**src/rtl/jpeg_enc_pkg.sv**
```systemverilog
// Shared definitions for the JPEG encoder output path: packer FSM states,
// JPEG marker/stuffing constants and the lane-count to byte-strobe helper.
package jpeg_enc_pkg;

  typedef enum logic [2:0] {
    S_RUN   = 3'd0,
    S_PAD   = 3'd1,
    S_MARK0 = 3'd2,
    S_MARK1 = 3'd3,
    S_LAST  = 3'd4
  } state_e;

  localparam logic [7:0] JPEG_STUFF_BYTE    = 8'h00;
  localparam logic [7:0] JPEG_MARKER_PREFIX = 8'hFF;
  localparam logic [7:0] JPEG_EOI_CODE      = 8'hD9;

  localparam int MAX_CODE_W = 16;

  // Byte lanes are always filled contiguously from lane 0.
  function automatic logic [3:0] lanes_to_strb(input logic [2:0] n);
    logic [3:0] strb;
    case (n)
      3'd0:    strb = 4'b0000;
      3'd1:    strb = 4'b0001;
      3'd2:    strb = 4'b0011;
      3'd3:    strb = 4'b0111;
      default: strb = 4'b1111;
    endcase
    return strb;
  endfunction

endpackage

```
**src/rtl/jpeg_bitpack_word.sv**
```systemverilog
// Byte-to-32-bit beat assembler. Collects bytes into lanes 0..3 and holds a
// full word back until either another byte is waiting (so the word is known
// not to be last) or the segment end is signalled. Outputs are driven
// straight from registers, so they stay put while valid && !accept.
module jpeg_bitpack_word
  import jpeg_enc_pkg::*;
(
  input  logic        clk_i,
  input  logic        rst_i,
  input  logic        byte_valid_i,
  input  logic [7:0]  byte_data_i,
  output logic        byte_ready_o,
  input  logic        end_i,
  output logic        done_o,
  output logic        empty_o,
  output logic        outport_valid_o,
  output logic [31:0] outport_data_o,
  output logic [3:0]  outport_strb_o,
  output logic        outport_last_o,
  input  logic        outport_accept_i
);

  logic [31:0] data_q, data_d;
  logic [2:0]  cnt_q, cnt_d;
  logic        valid_q, valid_d;
  logic        last_q, last_d;
  logic        fire;

  // Lane fill, hold-back of full words and end-of-segment presentation.
  always_comb begin
    // NOTE: every _d signal gets its default first so no latch is inferred.
    data_d  = data_q;
    cnt_d   = cnt_q;
    valid_d = valid_q;
    last_d  = last_q;
    fire    = valid_q && outport_accept_i;
    // A full non-last word frees up in its accept cycle: the waiting byte
    // goes straight into lane 0 of the next word.
    byte_ready_o = (!valid_q && (cnt_q != 3'd4)) || (fire && !last_q);

    if (fire) begin
      data_d  = 32'h0;
      cnt_d   = 3'd0;
      valid_d = 1'b0;
      last_d  = 1'b0;
      if (byte_valid_i && !last_q) begin
        data_d[7:0] = byte_data_i;
        cnt_d       = 3'd1;
      end
    end else if (!valid_q) begin
      if (byte_valid_i) begin
        if (cnt_q == 3'd4) begin
          valid_d = 1'b1;
        end else begin
          case (cnt_q[1:0])
            2'd0:    data_d[7:0]   = byte_data_i;
            2'd1:    data_d[15:8]  = byte_data_i;
            2'd2:    data_d[23:16] = byte_data_i;
            default: data_d[31:24] = byte_data_i;
          endcase
          cnt_d = cnt_q + 3'd1;
        end
      end else if (end_i) begin
        valid_d = 1'b1;
        last_d  = 1'b1;
      end
    end
  end

  // Word register state.
  always_ff @(posedge clk_i or negedge rst_i) begin
    // NOTE: sequential state uses <= only; the word register is reset
    // because it drives the stream outputs directly.
    if (!rst_i) begin
      data_q  <= 32'h0;
      cnt_q   <= 3'd0;
      valid_q <= 1'b0;
      last_q  <= 1'b0;
    end else begin
      data_q  <= data_d;
      cnt_q   <= cnt_d;
      valid_q <= valid_d;
      last_q  <= last_d;
    end
  end

  assign done_o          = fire && last_q;
  assign empty_o         = (cnt_q == 3'd0) && !valid_q;
  assign outport_valid_o = valid_q;
  assign outport_last_o  = last_q;
  assign outport_strb_o  = valid_q ? lanes_to_strb(cnt_q) : 4'b0000;
  assign outport_data_o  = valid_q ? data_q : 32'h0;

endmodule

```
**src/rtl/jpeg_bitpacker.sv**
```systemverilog
// JPEG entropy-coded-segment bit packer. Packs MSB-first Huffman codes into
// bytes with 0xFF/0x00 stuffing, pads the final byte with PAD_BIT on flush
// and hands bytes to jpeg_bitpack_word for 32-bit beat output.
// Build option: define JPEG_BITPACK_EOI_EN to append the EOI marker
// (0xFF,0xD9) after the pad byte of every flushed segment.
module jpeg_bitpacker
  import jpeg_enc_pkg::*;
#(
  parameter bit PAD_BIT = 1'b1
) (
  input  logic        clk_i,
  input  logic        rst_i,
  input  logic        inport_valid_i,
  input  logic [15:0] inport_data_i,
  input  logic [4:0]  inport_width_i,
  input  logic        inport_flush_i,
  output logic        inport_accept_o,
  output logic        outport_valid_o,
  output logic [31:0] outport_data_o,
  output logic [3:0]  outport_strb_o,
  output logic        outport_last_o,
  input  logic        outport_accept_i,
  output logic        idle_o
);

  // Bits 22..15 form the next byte out of the accumulator.
  localparam logic [22:0] TOP_BYTE_MASK = 23'h7F8000;

  state_e      state_q, state_d;
  logic [22:0] acc_q, acc_d;
  logic [4:0]  cnt_q, cnt_d;
  logic        stuff_q, stuff_d;
  logic        en_q, en_d;

  logic [4:0]  code_w;
  logic [15:0] code_mask;
  logic [15:0] code_bits;
  logic [4:0]  ins_shift;
  logic        take;
  logic        byte_vld;
  logic [7:0]  byte_val;
  logic        byte_rdy;
  logic        byte_wr;
  logic        word_done;
  logic        word_empty;

  // Code insertion, byte extraction with stuffing, padding and marker FSM.
  always_comb begin
    state_d = state_q;
    acc_d   = acc_q;
    cnt_d   = cnt_q;
    stuff_d = stuff_q;
    en_d    = 1'b1;

    code_w    = (inport_width_i > 5'(MAX_CODE_W)) ? 5'(MAX_CODE_W) : inport_width_i;
    code_mask = 16'((17'd1 << code_w) - 17'd1);
    code_bits = inport_data_i & code_mask;
    ins_shift = 5'd23 - cnt_q - code_w;

    // en_q keeps the input closed while reset is asserted and for the
    // first cycle after it.
    inport_accept_o = en_q && (state_q == S_RUN) && (cnt_q < 5'd8) && !stuff_q;
    take            = inport_valid_i && inport_accept_o;

    byte_vld = 1'b0;
    byte_val = 8'h00;
    if (stuff_q) begin
      byte_vld = 1'b1;
      byte_val = JPEG_STUFF_BYTE;
    end else if (cnt_q >= 5'd8) begin
      byte_vld = 1'b1;
      byte_val = acc_q[22:15];
`ifdef JPEG_BITPACK_EOI_EN
    end else if (state_q == S_MARK0) begin
      byte_vld = 1'b1;
      byte_val = JPEG_MARKER_PREFIX;
    end else if (state_q == S_MARK1) begin
      byte_vld = 1'b1;
      byte_val = JPEG_EOI_CODE;
`endif
    end
    byte_wr = byte_vld && byte_rdy;

    // Insertion needs cnt<8 and no stuff pending, extraction needs one of
    // them, so the two never coincide.
    if (byte_wr) begin
      if (stuff_q) begin
        stuff_d = 1'b0;
      end else if (cnt_q >= 5'd8) begin
        acc_d   = acc_q << 8;
        cnt_d   = cnt_q - 5'd8;
        stuff_d = (acc_q[22:15] == JPEG_MARKER_PREFIX);
      end
    end

    if (take) begin
      acc_d = acc_q | ({7'b0, code_bits} << ins_shift);
      cnt_d = cnt_q + code_w;
      if (inport_flush_i) state_d = S_PAD;
    end

    case (state_q)
      S_PAD: begin
        if (!stuff_q && (cnt_q == 5'd0)) begin
`ifdef JPEG_BITPACK_EOI_EN
          state_d = S_MARK0;
`else
          state_d = S_LAST;
`endif
        end else if (!stuff_q && (cnt_q < 5'd8)) begin
          // Bits below the valid ones are already zero, so only a 1 pad
          // needs an explicit fill.
          if (PAD_BIT) acc_d = acc_q | ((TOP_BYTE_MASK >> cnt_q) & TOP_BYTE_MASK);
          cnt_d = 5'd8;
        end
      end
`ifdef JPEG_BITPACK_EOI_EN
      S_MARK0: if (byte_wr) state_d = S_MARK1;
      S_MARK1: if (byte_wr) state_d = S_LAST;
`endif
      S_LAST:  if (word_done) state_d = S_RUN;
      default: ;
    endcase
  end

  // Packer state registers.
  always_ff @(posedge clk_i or negedge rst_i) begin
    if (!rst_i) begin
      state_q <= S_RUN;
      acc_q   <= 23'h0;
      cnt_q   <= 5'd0;
      stuff_q <= 1'b0;
      en_q    <= 1'b0;
    end else begin
      state_q <= state_d;
      acc_q   <= acc_d;
      cnt_q   <= cnt_d;
      stuff_q <= stuff_d;
      en_q    <= en_d;
    end
  end

  jpeg_bitpack_word u_word (
    .clk_i            (clk_i),
    .rst_i            (rst_i),
    .byte_valid_i     (byte_vld),
    .byte_data_i      (byte_val),
    .byte_ready_o     (byte_rdy),
    .end_i            (state_q == S_LAST),
    .done_o           (word_done),
    .empty_o          (word_empty),
    .outport_valid_o  (outport_valid_o),
    .outport_data_o   (outport_data_o),
    .outport_strb_o   (outport_strb_o),
    .outport_last_o   (outport_last_o),
    .outport_accept_i (outport_accept_i)
  );

  assign idle_o = (state_q == S_RUN) && (cnt_q == 5'd0) && !stuff_q && word_empty;

endmodule

```
**config.mk**
```make
export PLATFORM = sky130hd
export DESIGN_NAME = jpeg_bitpacker
export DESIGN_NICKNAME = d
export VERILOG_FILES = /design/src/rtl/jpeg_enc_pkg.sv /design/src/rtl/jpeg_bitpack_word.sv /design/src/rtl/jpeg_bitpacker.sv
export SDC_FILE = /design/constraint.sdc
export NUM_CORES = 1
export LEC_CHECK = 0
export ABC_AREA = 1
export CAP_MARGIN = 10
export CORE_UTILIZATION = 42
export CTS_BUF_LIST = sky130_fd_sc_hd__clkbuf_16
export CTS_CLUSTER_DIAMETER = 100
export DETAILED_ROUTE_END_ITERATION = 10
export PLACE_DENSITY = 0.63
export SYNTH_ARGS = -nofsm -noshare
export SYNTH_HDL_FRONTEND = slang
export SYNTH_SLANG_ARGS = --single-unit
export TNS_END_PERCENT = 5
```
**constraint.sdc**
```tcl
create_clock -name clk_i -period 6.6 [get_ports clk_i]
set_clock_uncertainty 0.05 [all_clocks]
set_input_delay 0.66 -clock clk_i [delete_from_list [all_inputs] [get_ports clk_i]]
set_output_delay 0.66 -clock clk_i [all_outputs]
set_load 0.005 [all_outputs]
```
Word level (Yosys, flattened, before mapping)
Cells that the tools add are included.
- shift-type cells: 3
- multiplexer cells: 52
- equal/unequal tests: 14
- add/sub/neg operators: 6
- bitwise operators: 3
- magnitude comparators: 3
- reduce and logical (&&, ||, !) cells: 36
- operators with widths (cell ; count):
    23-bit two-way mux ; 7
    32-bit two-way mux ; 5
    8-bit two-way mux ; 7
    23-bit bitwise OR ; 2
    5-bit two-way mux ; 8
    3-bit two-way mux ; 8
    16-bit by 5-bit << shifter with 23-bit output ; 1
    23-bit by 5-bit >> shifter with 23-bit output (first input constant) ; 1
    16-bit AND ; 1
    1-bit logical AND ; 16
    4-bit one-hot mux with 4 select lines ; 1
    4-bit AND reduction ; 4
    1-bit by 5-bit << shifter with 16-bit output (first input constant) ; 1
    16-bit by 1-bit subtractor with 16-bit output (second input constant) ; 1
    1-bit two-way mux ; 14
    2-bit nonzero test ; 5
    8-bit equality test (second input constant) ; 1
    3-bit by 1-bit equality test with 1-bit output (second input constant) ; 2
    3-bit by 2-bit equality test with 1-bit output (second input constant) ; 2
    3-bit equality test (second input constant) ; 2
    3-bit zero test ; 2
    3-bit one-hot mux with 2 select lines ; 1
    3-bit AND reduction ; 2
    5-bit adder ; 1
    other kinds (18) ; 22
- input port bits: 26
- logic and storage cells: 129
- register bits: 70

Logic depth before layout (Yosys ltp)
Gate-level depths: netlist (run 1).
- word-level depth: 11
- gate-level depth with buffers: 22
- gate-level depth less buffers: 21

Cells and area by module
From an unflattened synthesis (run 1), not the netlist that was laid out.
- cell total of the unflattened synthesis: 913
- area total of the unflattened synthesis: 5856.9 sq um
- by module, submodules not included (module ; cells an instance ; times used ; area each (sq um)):
    jpeg_bitpacker ; 611 ; 1 ; 3736.1
    jpeg_bitpack_word ; 302 ; 1 ; 2120.8

Least setup slack after synthesis (run 1)
OpenSTA, ideal clock, no wires.
- path kind: input to register
- start point: in inport_width_i[2]
- end point: reg acc_q[19]
- library setup time: 77 ps
- stages on the path: 14
- buffers on the path: 1
- arrival time: 3047 ps
- path slack: 3426 ps
- cells stage by stage: buf_2 nor2_1 nand2_1 nand2_1 nand2_2 ha_1 fa_1 xnor2_1 inv_1 nor2_1 inv_1 o211ai_1 inv_1 a21oi_1
- longest elaborated chain between the ends: 11
- elaborated cells between the ends (all ways): 12
- those cells by class: 2 x add/sub; 1 x order compare; 2 x shift; 5 x mux; 2 x bitwise
- RTL lines (element ; RTL line ; source):
    start, declared ; jpeg_bitpacker.sv:15 ; input logic [4:0] inport_width_i,
    5-bit greater-than comparator ; jpeg_bitpacker.sv:55 ; code_w = (inport_width_i > 5'(MAX_CODE_W)) ? 5'(MAX_CODE_W) : inport_width_i;
    5-bit two-way mux * ; jpeg_bitpacker.sv:55 ;
    1-bit by 5-bit << shifter with 16-bit output ; jpeg_bitpacker.sv:56 ; code_mask = 16'((17'd1 << code_w) - 17'd1);
    16-bit by 1-bit subtractor with 16-bit output ; jpeg_bitpacker.sv:56 ;
    16-bit AND ; jpeg_bitpacker.sv:57 ; code_bits = inport_data_i & code_mask;
    16-bit by 5-bit << shifter with 23-bit output * ; jpeg_bitpacker.sv:97 ; acc_d = acc_q | ({7'b0, code_bits} << ins_shift);
    23-bit bitwise OR * ; jpeg_bitpacker.sv:97 ;
    23-bit two-way mux * ; jpeg_bitpacker.sv:96 ; if (take) begin
    23-bit two-way mux ; jpeg_bitpacker.sv:110 ; end else if (!stuff_q && (cnt_q < 5'd8)) begin
    23-bit two-way mux ; jpeg_bitpacker.sv:104 ; if (!stuff_q && (cnt_q == 5'd0)) begin
    23-bit two-way mux * ; jpeg_bitpacker.sv:102 ; case (state_q)
    net acc_d[19] ; jpeg_bitpacker.sv:30 ; logic [22:0] acc_q, acc_d;
    end signal, assigned ; jpeg_bitpacker.sv:130 ; acc_q <= 23'h0;
    end signal, assigned ; jpeg_bitpacker.sv:136 ; acc_q <= acc_d;
    end, declared ; jpeg_bitpacker.sv:30 ;
The timed path passes the listed nets; every way through them passes the cells marked *.
A chain may end at the register's enable or synchronous reset.

Worst setup path after layout (run 1)
- start point: in inport_width_i[4]
- end point: reg acc_q[10]
- longest elaborated chain between the ends: 11
- elaborated cells between the ends (all ways): 12
- those cells by class: 2 x add/sub; 1 x order compare; 2 x shift; 5 x mux; 2 x bitwise
- RTL lines (element ; RTL line):
    5-bit greater-than comparator ; jpeg_bitpacker.sv:55
    5-bit two-way mux * ; jpeg_bitpacker.sv:55
    1-bit by 5-bit << shifter with 16-bit output ; jpeg_bitpacker.sv:56
    16-bit by 1-bit subtractor with 16-bit output ; jpeg_bitpacker.sv:56
    16-bit AND ; jpeg_bitpacker.sv:57
    16-bit by 5-bit << shifter with 23-bit output * ; jpeg_bitpacker.sv:97
    23-bit bitwise OR * ; jpeg_bitpacker.sv:97
    23-bit two-way mux * ; jpeg_bitpacker.sv:96
    23-bit two-way mux ; jpeg_bitpacker.sv:110
    23-bit two-way mux ; jpeg_bitpacker.sv:104
    23-bit two-way mux * ; jpeg_bitpacker.sv:102
Every way passes the cells marked *; elsewhere a longest branch is shown, timed or not.

==> flow_metrics.env, run 1 <==
export IMPL_path_clk_slew_ns=0.06
export IMPL_cp_data_arrival_time_ns=4.30
export IMPL_cts_buffers_inserted=9
export IMPL_syn_area_um2=5370
export IMPL_ys_seq_area_frac=0.326
export IMPL_synth_edff_count=0
export IMPL_worst_pin_slew_ns=0.888
export IMPL_ff2ff_path_depth=14
export IMPL_fp_dieH_um=115
export IMPL_fin_nets=843
export IMPL_tns_ns=0
export IMPL_status="complete, no violations"
export IMPL_layout_area_overhead_vs_synth_pct=19.7
export IMPL_peakVddDrop_mv=0.177
export IMPL_post_cts_buffers=0
export IMPL_ys_ff_latch=70
export IMPL_cts_root_buf="clkbuf_16"
export IMPL_powerDensity_nw_per_um2=485
export IMPL_slew_limit_headroom=0.408
export IMPL_crit_type="in -> reg"
export IMPL_avgSynthCellArea_um2=7.21
export IMPL_finalWorstSetupSlack_ns=2.46
export IMPL_cp_start_kind="input pin"
export IMPL_antennaDiodeCount=0
export IMPL_synth_top_area_share=0.326
export IMPL_grt_pass1_wl_um=23100
export IMPL_leakage_nw=3.29
export IMPL_rows=40
export IMPL_reg2reg_slack_ns=3.14
export IMPL_yosysTopAreaCell="dfrtp_1"
export IMPL_dp_worst_setup_slack_ns=2.12
export IMPL_rr_endpoint="acc_q[17]$_DFF_PN0_"
export IMPL_grt_overflow=0
export IMPL_grt_pass1_vias=4814
export IMPL_detail_route_wl_per_cell_um=14.4
export IMPL_syn_inst=744
export IMPL_final_util=0.526
export IMPL_drt_iter0_markers=339
export IMPL_maxCapViolations=0
export IMPL_slew_violations=0
export IMPL_die_area_um2=13200
export IMPL_rsz0062_at_grt="false"
export IMPL_top_level_ports=66
export IMPL_drc_errors=0
export IMPL_clockBufferDepth=2
export IMPL_ctsHoldBuffers=0
export IMPL_ys_async_sr_fraction=1.00
export IMPL_yosysMostFrequentCell="nand2_1"
export IMPL_htreeDepth=3
export IMPL_vias=5002
export IMPL_drive_gt1_frac=0.131
export IMPL_die_x_um=115
export IMPL_firstDrtPassIters=5
export IMPL_grt_use_total=0.224
export IMPL_synth_nets=790
export IMPL_cp_endpoint="acc_q[10]$_DFFE_PN0P_"
export IMPL_synth_area_leaders="dfrtp_1 33%, nand2_1 13%, inv_1 7.0%"
export IMPL_cp_required_ns=6.75
export IMPL_hold_path_class="reg -> reg"
export IMPL_hpwl_um=10900
export IMPL_finalCriticalPeriod_ns=4.14
export IMPL_startpoint="inport_width_i[4]"
export IMPL_grt_max_degree=71
export IMPL_ys_warn_count=0
export IMPL_finalHoldViolations=0
export IMPL_clock_latency_ns=0.33
export IMPL_cp_end_kind="register"
export IMPL_fillers=1224
export IMPL_fmax_mhz=241
export IMPL_tritoncts="yes"
export IMPL_setup_viol=0
export IMPL_vias_per_cell=5.16
export IMPL_worstPathMaxFanout=18
export IMPL_port_buffers=65
export IMPL_synth_distinct_cells=55
export IMPL_design_core_area_um2=12200
export IMPL_wl_um=13900
export IMPL_ant_nets=0
export IMPL_cts_sinks=70
export IMPL_synth_common_cells="182 x nand2_1, 100 x inv_1, 70 x dfrtp_1"
export IMPL_antenna_found_initial=0
export IMPL_timing_rr_start="u_word.outport_valid_o$_DFF_PN0_"
export IMPL_cts_resized=0
export IMPL_gp_congestion=0.892
export IMPL_ys_flop_type="dfrtp_1"
export IMPL_timing_final_crit_share=0.628
export IMPL_start_util=0.440
[critical path, cell delays in order]
cell	delay, ns
clkdlybuf4s50_1	0.70
nor2_8	0.28
inv_1	0.11
ha_1	0.30
ha_1	0.24
fa_1	0.92
inv_1	0.42
nand2_1	0.16
nand2_1	0.10
o21ai_0	0.29
a21oi_1	0.10
[logic make-up after synthesis]
| kind of cell | share of synthesized area |
|---|---|
| simple gates | 0.314 |
| buf+inv | 0.114 |
| compound gates | 0.132 |
| flops | 0.326 |
| mux | 0.0503 |
| fa+ha+maj | 0.0494 |
| xor+xnor | 0.0126 |
| other cells | 0.000699 |
[registers in the layout (all words and copies together), names as in the netlist, 3 cells and up]
register / flops
acc_q: 23
u_word.data_q: 32
u_word.cnt_q: 3
cnt_q: 5
state_q: 3
[worst min path at each step]
stage	cells past startpoint	end	start
6_report	0	state_q[1]$_DFF_PN0_	state_q[1]$_DFF_PN0_
3_3_place_gp	0	state_q[1]$_DFF_PN0_	state_q[1]$_DFF_PN0_
2_1_floorplan	0	acc_q[0]$_DFFE_PN0P_	rst_i
5_1_grt	0	state_q[1]$_DFF_PN0_	state_q[1]$_DFF_PN0_
3_5_place_dp	0	state_q[1]$_DFF_PN0_	state_q[1]$_DFF_PN0_
4_1_cts	0	state_q[1]$_DFF_PN0_	state_q[1]$_DFF_PN0_
[power breakdown]
part / switching, mW / internal (mW) / total (mW) / leakage (nW)
combinational: 1.22 / 0.688 / 1.91 / 2.22
clock: 0.179 / 0.328 / 0.507 / 0.150
sequential: 0.115 / 0.586 / 0.702 / 0.918
total: 1.51 / 1.60 / 3.11 / 3.29
[final cells by class]
cell class,count,area (µm²),share of cell area
clock buffers,9,225,0.0351
clock inverters,7,88.8,0.0138
inverters,119,464,0.0722
multi-input cells,527,3000,0.467
flip-flops and latches,70,1750,0.273
well taps,168,210,0.0327
repair buffers,70,683,0.106
[cells in the final DEF, fill, tap and decap left out, types with 3 or more instances in the layout]
cell type,instances
nand2_1,182
inv_1,100
dfrtp_1,70
clkdlybuf4s50_1,64
nand3_1,56
nor2_1,56
o21ai_0,30
a21oi_1,29
mux2_2,24
ha_1,18
nand4_1,16
inv_2,15
o22ai_1,14
o21ai_1,11
o211ai_1,11
nor3_1,11
clkbuf_16,9
nand3_2,8
nand2_2,7
a21oi_2,5
a211oi_1,5
buf_4,5
nor2_2,4
nor2_4,4
o31ai_1,3
[layer usage]
metal / wire [µm] / track usage / vias to the layer above
li1: - / - / 2520
met1: 6250 / 0.278 / 2333
met2: 6780 / 0.390 / 125
met3: 532 / 0.0348 / 24
met4: 352 / 0.0883 / 0
met5: 0 / 0 / -
[per-stage QoR]
stage | hold slack (ns) | instances | area [µm²] | total power [mW]
2_1_floorplan | 0.314 | 744 | 5370 | 2.06
3_3_place_gp | 0.348 | 954 | 6110 | 2.57
3_5_place_dp | 0.343 | 954 | 6110 | 2.59
4_1_cts | 0.354 | 970 | 6420 | 3.11
5_1_grt | 0.370 | 970 | 6420 | 3.39
6_report | 0.350 | 970 | 6420 | 3.11
No activity file was read; power rests on OpenSTA's default activity.
==> run 2, diff against run 1 <==
- clock period: 6.6 -> 3.85 ns (I/O delays scaled with it)
==> run 2 against run 1 <==
Compared with the run above:
- flip-flop and latch count unchanged
- combinational power grew 74%
- hold slack worse by 0.35 ns
- routed wire length is 1.0% higher
- via count rose by 1.7%
- core utilization is 0.41 points higher
- clock power rose by 44%
- global-route usage up 0.34 points
- sequential share of layout area down 0.21 points
- critical path type unchanged
- largest cell class unchanged
==> flow_metrics.env, run 2 (synthesis gave the netlist of run 1 again) <==
export IMPL_ant_nets=0
export IMPL_grt_pass1_wl_um=23700
export IMPL_grt_use_total=0.227
export IMPL_powerDensity_nw_per_um2=812
export IMPL_timing_final_crit_share=0.872
export IMPL_place_inst=967
export IMPL_status="complete, no violations"
export IMPL_cts_buffers_inserted=9
export IMPL_layout_cells_non_filler=983
export IMPL_design_core_area_um2=12200
export IMPL_vias_per_cell=5.18
export IMPL_cp_end_kind="register"
export IMPL_final_area_um2=6470
export IMPL_cts_sinks=70
export IMPL_drt_iter0_markers=228
export IMPL_final_common_cell="nand2_1"
export IMPL_cp_data_arrival_time_ns=3.58
export IMPL_rows=40
export IMPL_layout_common_cells="182 x nand2_1, 100 x inv_1, 70 x dfrtp_1"
export IMPL_setup_viol=0
export IMPL_final_util=0.530
export IMPL_cp_required_ns=4.07
export IMPL_wl_met1_um=6310
export IMPL_top_level_ports=66
export IMPL_peakVddDrop_mv=0.413
export IMPL_finalCriticalPeriod_ns=3.36
export IMPL_worstPathMaxFanout=7
export IMPL_drive_gt1_frac=0.145
export IMPL_gp_congestion=0.934
export IMPL_die_x_um=115
export IMPL_highest_signal_layer="met4"
export IMPL_vias=5088
export IMPL_path_cells="clkdlybuf4s50_1, nand2_1, nand2_2, ha_1, ha_1, a21o_1, a21oi_1, xor2_2, inv_2, nor2_2, nand2_1, a21oi_1, a21o_1"
export IMPL_hold_path_class="in -> async"
export IMPL_fin_nets=856
export IMPL_slew_limit_headroom=0.614
export IMPL_grt_pass1_vias=5090
export IMPL_rsz0062_at_grt="false"
export IMPL_crit_type="in -> reg"
export IMPL_antennaDiodeCount=0
export IMPL_worst_pin_slew_ns=0.576
export IMPL_met2_length_um=6760
export IMPL_largest_reg_flops=32
export IMPL_firstDrtPassIters=4
export IMPL_tritoncts="yes"
export IMPL_htreeDepth=3
export IMPL_tns_ns=0
export IMPL_fp_dieH_um=115
export IMPL_cts_resized=0
export IMPL_grt_max_degree=40
export IMPL_ff2ff_path_depth=17
export IMPL_start_util=0.440
export IMPL_layout_area_overhead_vs_synth_pct=20.6
export IMPL_path_clk_slew_ns=0.06
export IMPL_cts_root_buf="clkbuf_16"
export IMPL_ctsHoldBuffers=0
export IMPL_clockBufferDepth=2
export IMPL_critical_path_slowest_cell="clkdlybuf4s50_1"
export IMPL_finalHoldViolations=0
export IMPL_fmax_mhz=298
export IMPL_port_buffers=65
export IMPL_detail_route_wl_per_cell_um=14.3
export IMPL_slew_violations=0
export IMPL_fillers=1280
export IMPL_antenna_found_initial=0
export IMPL_post_cts_buffers=0
export IMPL_die_area_um2=13200
export IMPL_grt_overflow=0
export IMPL_wl_met3_um=544
export IMPL_largest_register="u_word.data_q"
export IMPL_drc_errors=0
export IMPL_hpwl_um=11300
export IMPL_largest_registers="u_word.data_q x32, acc_q x23, cnt_q x5"
export IMPL_critical_path_max_stage_delay_ns=0.81
export IMPL_cp_start_kind="input pin"
export IMPL_clock_latency_ns=0.33
export IMPL_wl_um=14100
export IMPL_leakage_nw=3.33
export IMPL_postPlaceCellArea_um2=6210
export IMPL_p_total_mw=5.26
export IMPL_maxCapViolations=0
[run 2: cell types whose count changed in the layout (fill, tap and decap cells not counted), sizes merged]
cell      change
buf          +13
bufinv        -2
clkinv        +1
clkinvlp      +1
[run 2: through the flow]
| step | hold slack, ns | worst slack (ns) |
|---|---|---|
| 5_1_grt | 0.0379 | 0.227 |
| 4_1_cts | 0.00406 | 0.488 |
| 3_3_place_gp | 0.347 | 0.259 |
| 6_report | 0.000858 | 0.492 |
| 3_5_place_dp | 0.345 | 0.162 |
| 2_1_floorplan | 0.0394 | 0.951 |
[run 2: layout make-up]
class / count / area (µm²) / share of cell area
Multi-Input combinational cell: 527 / 3000 / 0.464
Sequential cell: 70 / 1750 / 0.271
Timing Repair Buffer: 83 / 781 / 0.121
Inverter: 119 / 464 / 0.0717
Clock buffer: 9 / 225 / 0.0348
Tap cell: 168 / 210 / 0.0325
Clock inverter: 7 / 41.3 / 0.00638
[run 2: worst max-delay path, delay by kind of cell]
family                   cells  cell delay (ns)
AND/OR/NAND/NOR              4             0.64
adder cells (fa/ha/maj)      2             0.65
AO/OA/AOI/OAI                4             0.68
buffers and inverters        2             0.90
XOR/XNOR                     1             0.30
[run 2: where the power goes]
part / internal (mW) / total (mW) / switching, mW
combinational: 1.24 / 3.33 / 2.09
sequential: 1.01 / 1.20 / 0.195
clock: 0.429 / 0.730 / 0.301
[run 2: path summary, 6_finish.rpt]
check / start / endpoint / slack (ns)
min in group clk_i: state_q[1]$_DFF_PN0_ / state_q[1]$_DFF_PN0_ / 0.36
hold reg to reg: state_q[1]$_DFF_PN0_ / state_q[1]$_DFF_PN0_ / 0.36
max in group asynchronous: rst_i / acc_q[12]$_DFFE_PN0P_ / 3.00
setup / recovery: inport_width_i[4] / acc_q[7]$_DFFE_PN0P_ / 0.49
setup reg to reg: u_word.cnt_q[0]$_DFFE_PN0P_ / acc_q[16]$_DFF_PN0_ / 0.99
hold / removal: rst_i / u_word.data_q[15]$_DFFE_PN0P_ / 0.0009
[run 2: metal layers]
layer  track usage  up-vias
met1         0.270     2363
met2         0.400      133
met5             0        -
met3        0.0316       26
li1              -     2566
met4         0.114        0
==> run 3, diff against run 2 <==
- CTS_CLUSTER_SIZE: unset -> 16
- PLACE_DENSITY: 0.63 -> unset
- PLACE_DENSITY_LB_ADDON: unset -> 0.08
- clock period: 3.85 -> 3.2 ns (I/O delays scaled with it)
==> run 3 against run 2 <==
Compared with the run above:
- critical path depth grew 2
- cell count grew 1.9%
- routed wire length grew 6.0%
- non-clock buffer count grew 19
- combinational power grew 26%
- clock power grew 44%
- die area is the same
==> flow_metrics.env, run 3 (synthesis gave the netlist of run 1 again) <==
export IMPL_tritoncts="yes"
export IMPL_clock_latency_ns=0.33
export IMPL_ant_nets=0
export IMPL_final_common_cell="nand2_1"
export IMPL_cts_root_buf="clkbuf_16"
export IMPL_fin_nets=875
export IMPL_wl_um=14900
export IMPL_rows=40
export IMPL_gp_congestion=0.942
export IMPL_vias=5162
export IMPL_grt_use_total=0.242
export IMPL_fmax_mhz=351
export IMPL_finalHoldViolations=0
export IMPL_vias_per_cell=5.15
export IMPL_fp_dieH_um=115
export IMPL_ff2ff_path_depth=16
export IMPL_tns_ns=0
export IMPL_largest_register="u_word.data_q"
export IMPL_status="complete, no violations"
export IMPL_drt_iter0_markers=299
export IMPL_layout_common_cells="182 x nand2_1, 100 x inv_1, 70 x dfrtp_1"
export IMPL_maxCapViolations=0
export IMPL_leakage_nw=3.46
export IMPL_powerDensity_nw_per_um2=1000
export IMPL_final_util=0.549
export IMPL_clockBufferDepth=2
export IMPL_drive_gt1_frac=0.162
export IMPL_hold_path_class="reg -> reg"
export IMPL_grt_max_degree=51
export IMPL_dp_worst_setup_slack_ns=0.0552
export IMPL_largest_reg_flops=32
export IMPL_peakVddDrop_mv=0.479
export IMPL_slew_limit_headroom=0.654
export IMPL_firstDrtPassIters=5
export IMPL_crit_type="in -> reg"
export IMPL_timing_final_crit_share=0.891
export IMPL_die_area_um2=13200
export IMPL_grt_pass1_wl_um=25000
export IMPL_cp_required_ns=3.37
export IMPL_reg2reg_slack_ns=0.47
export IMPL_path_clk_slew_ns=0.06
export IMPL_whs_ns=0.349
export IMPL_cp_start_kind="input pin"
export IMPL_die_x_um=115
export IMPL_cts_buffers_inserted=9
export IMPL_grt_pass1_vias=5040
export IMPL_fillers=1267
export IMPL_design_core_area_um2=12200
export IMPL_worst_pin_slew_ns=0.516
export IMPL_setup_viol=0
export IMPL_worstHoldPathCells=0
export IMPL_timing_rr_start="u_word.cnt_q[0]$_DFFE_PN0P_"
export IMPL_antenna_found_initial=0
export IMPL_antennaDiodeCount=0
export IMPL_largest_registers="u_word.data_q x32, acc_q x23, cnt_q x5"
export IMPL_htreeDepth=3
export IMPL_hold_start="state_q[1]$_DFF_PN0_"
export IMPL_drc_errors=0
export IMPL_worstPathMaxFanout=5
export IMPL_detail_route_wl_per_cell_um=14.9
export IMPL_hold_end="state_q[1]$_DFF_PN0_"
export IMPL_cp_data_arrival_time_ns=3.02
export IMPL_port_buffers=65
export IMPL_rsz0062_at_grt="false"
export IMPL_finalWorstSetupSlack_ns=0.350
export IMPL_layout_area_overhead_vs_synth_pct=24.9
export IMPL_grt_overflow=0
export IMPL_hpwl_um=11900
export IMPL_finalCriticalPeriod_ns=2.85
export IMPL_slew_violations=0
export IMPL_cts_sinks=70
export IMPL_cts_resized=0
export IMPL_rr_endpoint="acc_q[16]$_DFF_PN0_"
export IMPL_start_util=0.440
export IMPL_cp_end_kind="register"
export IMPL_top_level_ports=66
[run 3: changes by cell type in the layout (fill, tap and decap cells not counted), sizes merged]
cell	previous run	this run
buf	19	37
clkinvlp	2	0
bufinv	0	2
dlygate4sd3	0	1
[run 3: metal layers]
metal / up-vias / global-route usage / routed length, µm / part of all wire
li1: 2597 / - / - / -
met1: 2404 / 0.300 / 6540 / 0.44
met2: 141 / 0.437 / 7490 / 0.50
met3: 20 / 0.0269 / 580 / 0.039
met4: 0 / 0.0831 / 302 / 0.020
met5: - / 0 / 0 / 0
[run 3: repair_timing]
action	CTS	global route
hold buffers	0	1
hold endpoints to repair	0	10
buffers inserted	0	0
[run 3: worst max-delay path: stages]
cell and delay (ns):
clkdlybuf4s50_1 0.45, nor2_1 0.12, nand2_1 0.08, nand2_1 0.07
nand2_2 0.10, ha_1 0.35, ha_1 0.32, a21o_1 0.18
a21oi_1 0.21, xor2_2 0.23, nor2_1 0.06, inv_1 0.15
o21ai_0 0.12, a21oi_1 0.17, nand2_1 0.07
[run 3: area by class of cell]
class / instances / area (µm²) / area share
tap: 168 / 210 / 0.0313
sequential: 70 / 1750 / 0.261
multi-input combinational: 527 / 3000 / 0.448
clock inverter: 7 / 88.8 / 0.0132
inverter: 119 / 464 / 0.0692
timing repair buffer: 102 / 963 / 0.144
clock buffer: 9 / 225 / 0.0336
[run 3: how the worst max path moves through the flow]
stage	from	endpoint
floorplan	inport_width_i[2]	acc_q[19]$_DFF_PN0_
global route	inport_width_i[0]	acc_q[16]$_DFF_PN0_
global placement	inport_width_i[4]	acc_q[10]$_DFFE_PN0P_
finish	inport_width_i[0]	acc_q[16]$_DFF_PN0_
CTS	inport_width_i[0]	acc_q[16]$_DFF_PN0_
detailed placement	inport_width_i[4]	acc_q[17]$_DFF_PN0_
[run 3: power by group]
group | switching [mW] | internal [mW] | leakage, nW | total, mW
clock | 0.376 | 0.677 | 0.152 | 1.05
sequential | 0.258 | 1.21 | 0.918 | 1.47
combinational | 2.57 | 1.61 | 2.39 | 4.19
[run 3: stage by stage]
step,instance area (µm²),instances,power [mW]
2_1_floorplan,5370,744,4.26
3_3_place_gp,6360,984,5.58
3_5_place_dp,6360,984,5.62
4_1_cts,6680,1000,6.70
5_1_grt,6710,1002,7.30
6_report,6710,1002,6.71
